## config.mk

```make
export PLATFORM = sky130hd
export DESIGN_NAME = uart_echo_bridge
export DESIGN_NICKNAME = d
export VERILOG_FILES = /design/src/rtl/uart_echo_bridge.sv
export SDC_FILE = /design/constraint.sdc
export NUM_CORES = 1
export LEC_CHECK = 0
export CORE_ASPECT_RATIO = 2
export CORE_MARGIN = 4
export CORE_UTILIZATION = 45
export DETAILED_ROUTE_END_ITERATION = 6
export PLACE_DENSITY_LB_ADDON = 0.25
export SLEW_MARGIN = 0
export SYNTH_ARGS = -nofsm -noshare
export SYNTH_HDL_FRONTEND = slang
export SYNTH_SLANG_ARGS = --single-unit
```

## constraint.sdc

```tcl
create_clock -name clk -period 8.7 [get_ports clk]
set_input_delay 1.305 -clock clk [delete_from_list [all_inputs] [get_ports clk]]
set_output_delay 1.305 -clock clk [all_outputs]
set_load 0.01 [all_outputs]
```

## src/rtl/uart_echo_bridge.sv

```systemverilog
// UART echo bridge: byte FIFO with pass-through or line-buffered release.
// Optional drop statistics port enabled by macro UART_ECHO_DROP_STATS_EN.
module uart_echo_bridge #(
    parameter int                    DATA_WIDTH = 8,
    parameter int                    DEPTH      = 16,
    parameter logic [DATA_WIDTH-1:0] TERM_CHAR  = 8'h0D
) (
    input  logic                    clk,
    input  logic                    rst,
    input  logic                    line_mode_i,
    input  logic [DATA_WIDTH-1:0]   s_axis_tdata,
    input  logic                    s_axis_tvalid,
    output logic                    s_axis_tready,
    input  logic                    frame_error_i,
    output logic [DATA_WIDTH-1:0]   m_axis_tdata,
    output logic                    m_axis_tvalid,
    input  logic                    m_axis_tready,
    output logic [$clog2(DEPTH):0]  level_o
`ifdef UART_ECHO_DROP_STATS_EN
    ,
    output logic [15:0]             drop_count_o
`endif
);

    localparam int AW = $clog2(DEPTH);
    localparam logic [AW:0] FULL = (AW+1)'(DEPTH);

    typedef enum logic {
        PASS,
        LINE
    } mode_t;

    mode_t state, state_nxt;

    logic [AW:0] wr_ptr, rd_ptr, cm_ptr;
    logic [AW:0] wr_nxt, rd_nxt, cm_nxt;
    logic [DATA_WIDTH-1:0] mem [DEPTH];
    logic push, pop, drop, full, line_commit;

    assign level_o       = wr_ptr - rd_ptr;
    assign full          = (level_o == FULL);
    assign push          = s_axis_tvalid && !frame_error_i && !full;
    assign drop          = s_axis_tvalid && (frame_error_i || full);
    assign pop           = m_axis_tvalid && m_axis_tready;
    assign s_axis_tready = !rst;
    assign m_axis_tvalid = (rd_ptr != cm_ptr);
    assign m_axis_tdata  = m_axis_tvalid ? mem[rd_ptr[AW-1:0]] : '0;

    always_comb begin
        state_nxt   = line_mode_i ? LINE : PASS;
        wr_nxt      = wr_ptr + (AW+1)'(push);
        rd_nxt      = rd_ptr + (AW+1)'(pop);
        cm_nxt      = cm_ptr;
        // A full buffer of uncommitted bytes is released to avoid deadlock
        line_commit = push &&
                      ((s_axis_tdata == TERM_CHAR) || (wr_nxt - rd_nxt == FULL));
        unique case (state)
            PASS: begin
                if (!line_mode_i || line_commit) cm_nxt = wr_nxt;
            end
            LINE: begin
                if (!line_mode_i || line_commit) cm_nxt = wr_nxt;
            end
            default: cm_nxt = cm_ptr;
        endcase
    end

    always_ff @(posedge clk) begin
        if (rst) begin
            state  <= PASS;
            wr_ptr <= '0;
            rd_ptr <= '0;
            cm_ptr <= '0;
        end else begin
            state  <= state_nxt;
            wr_ptr <= wr_nxt;
            rd_ptr <= rd_nxt;
            cm_ptr <= cm_nxt;
        end
    end

    always_ff @(posedge clk) begin
        if (!rst && push) mem[wr_ptr[AW-1:0]] <= s_axis_tdata;
    end

`ifdef UART_ECHO_DROP_STATS_EN
    always_ff @(posedge clk) begin
        if (rst) begin
            drop_count_o <= '0;
        end else if (drop && drop_count_o != 16'hFFFF) begin
            drop_count_o <= drop_count_o + 16'd1;
        end
    end
`else
    logic unused_drop;
    assign unused_drop = drop;
`endif

endmodule
```

==> out/metrics.cfg <==
[place]
placed_area_um2=6560
hpwlAfterDp_mm=9.26
port_buffers=28
gp_congestion=0.770
dp_cells=503

[yosys]
synth_fp_nets=356
yosys.area_share.adder_pct=2.79
synth_area_um2=6100
syn_inst=329
yosys.area_share.simple_pct=6.05
synth_mux_area_share_pct=16.2
yosys_warnings=0
synth_compound_area_share_pct=2.13
synth-seq-cells=143
synth_xor_area_share_pct=2.93
synth_top_family_by_area=multiplexers
synth.avg_cell_area_um2=18.5
ys_seq_area_share_pct=67.9
post_synth_num_cell_types=40

[routing]
wl_mm=13.0
firstDrtPassIters=6
drc=0
ant_nets=0
drt-wirelength-per-cell_um=24.3
dr_total_vias=3042
viasPerCell=5.69
drt-initial-drc-count=303

[sta]
slew-limit-headroom_pct=36.0
period_minus_slack_ns=4.77
drv_slew=0
fmax_mhz=210
rsz0062_at_grt=no
setup_tns_ns=0
finClkSkew_ns=0.00776
finalHoldViolCount=0
finalCritPeriodShare_pct=54.8
finalSetupViolCount=0
worstMarginPinSlew_ns=0.957

[clocking]
htreeDepth=4
cts_setup_buffers=0
root_buffer=clkbuf_16
clockBufferDepth=2
hold_buffers=0
cts_made_buffers=17
cts_resized=0
clock_latency_ns=0.41
clkTransAtPathRegs_ns=0.06
cts_tree=built
cts_sinks=143

[final_layout]
final_cell_mix=edfxtp_1 (128), mux4_2 (40), clkdlybuf4s50_1 (28), nor2_1 (22), nor2b_1 (18)
drive_gt1_share_pct=23.2
area_delta_synth_final_pct=17.4
nFillCells=1040
final_nets=394
post-route-util_pct=53.6
final_cells=535
stdcell_area_um2=7160
layout_commonest_cell=edfxtp_1
diodes=0

[power]
p_per_area_nw_per_um2=243
swShare_pct=22.3
p_total_uw=1740
vdd_drop_max_v=0.000141
p_int_uw=1350
p_sw_uw=388
p_leak_uw=0.00234
power_frac_comb_pct=13.9
seq_power_share_pct=43.7
p_clk_share_pct=42.4

[min_path]
hold_class=flip-flop to flip-flop
holdPathStages=2
worstHoldStart=rd_ptr[4]$_SDFF_PP0_

[setup_path]
required_ns=9.00
cp-end-kind=flip-flop
worst-setup-path-type=flip-flop to flip-flop
critPathLaunch=rd_ptr[0]$_SDFF_PP0_
start_kind=flip-flop
cp.arrival_ns=5.07
crit_fanout=27
r2r_cells=18
rr_startpoint=rd_ptr[0]$_SDFF_PP0_

[die]
floorplan.initialDensity_pct=45.7
fp.dieW_um=90.3
ios=29
fp.coreArea_um2=13400
row_count=60
die-area_um2=15600
die_y_um=173

[outcome]
outcome=finished clean

[global_route]
antenna_found_initial=0
grtUsageTotal_pct=18.1
grt-ovfl-total=0
grt_pass1_vias=3357
grt_first_pass_wirelength_mm=20.4
grt_max_degree=38

[flow_run]
cap_violations=0

## power groups by stage
stage	sequential, µW	combinational [µW]	clock [µW]
6_report	762	242	739
4_1_cts	762	248	749
3_5_place_dp	776	247	0
2_1_floorplan	770	163	0
3_3_place_gp	776	242	0
5_1_grt	763	262	784
## layer usage
| metal | global-route usage (%) | vias to the layer above | part of all wire, % |
|---|---|---|---|
| met5 | 0 | - | 0 |
| met4 | 8.63 | 0 | 3.9 |
| met3 | 4.44 | 31 | 2.9 |
| met2 | 33.5 | 76 | 58 |
| met1 | 19.0 | 1563 | 36 |
| li1 | - | 1372 | - |
## kinds of logic after synthesis
group | Yosys count
AND/OR/NAND/NOR | 69
multiplexers | 46
XOR/XNOR | 17
adder cells (fa/ha/maj) | 13
AO/OA/AOI/OAI | 13
buffers and inverters | 28
flip-flops | 143
## synth_stat cells (all sizes together)
master	number	area, µm²
mux4	40	901
nor2	22	82.6
a2111o	1	11.3
inv	16	60.1
xor2	6	67.6
o31ai	1	7.51
o221ai	1	26.3
mux2	6	86.3
a21oi	4	20.0
and4b	1	10.0
or4	1	7.51
o21ai	1	5.00
clkbuf	6	22.5
o21a	1	7.51
buf	6	38.8
fa	1	20.0
nand2b	4	25.0
nor3b	1	7.51
nor3	6	35.0
nand2	2	7.51
and2	1	6.26
a31oi	1	12.5
nand3b	1	7.51
dfxtp	15	300
edfxtp	128	3840
nand3	10	50.1
o211a	1	10.0
nor2b	18	113
a311oi	1	15.0
ha	12	150
a221oi	1	15.0
nand4b	2	17.5
xnor2	11	111
## cell type report
type	instances	area, µm²	share of cell area (%)
Sequential cell	143	4150	57.9
Multi-Input combinational cell	158	1860	25.9
Clock buffer	18	429	5.99
Timing Repair Buffer	31	303	4.23
Tap cell	155	194	2.71
Clock inverter	14	173	2.41
Inverter	16	60.1	0.839
## sequential cells by signal (all words and copies together), names as in the netlist
register,cells
mem,128
rd_ptr,5
wr_ptr,5
cm_ptr,5
## critical path: stages, from the launching register on
cell,delay [ns]
dfxtp_2,0.51
buf_4,0.51
ha_1,0.30
fa_1,0.21
nand2b_1,0.11
a21oi_1,0.07
xnor2_1,0.29
a31oi_2,0.22
ha_1,0.24
ha_1,0.23
xnor2_2,0.23
inv_1,0.07
ha_1,0.29
o21a_1,0.19
o31ai_1,0.08
a21oi_1,0.11
mux2_1,0.32
o221ai_4,0.27
mux2_4,0.33
## per-stage QoR
stage,worst slack (ns),hold WS [ns]
2_1_floorplan,4.39,0.568
3_3_place_gp,4.01,0.626
3_5_place_dp,3.93,0.630
4_1_cts,3.87,0.650
5_1_grt,3.59,0.685
6_report,3.93,0.640
## path summary, 6_finish.rpt
check             slack, ns                endpoint
hold / removal         0.64    rd_ptr[4]$_SDFF_PP0_
hold reg to reg        0.64    rd_ptr[4]$_SDFF_PP0_
setup / recovery       3.93  cm_ptr[2]$_SDFFE_PP0P_
setup reg to reg       3.93  cm_ptr[2]$_SDFFE_PP0P_
Note: power is estimated with default switching activity, not from simulation.
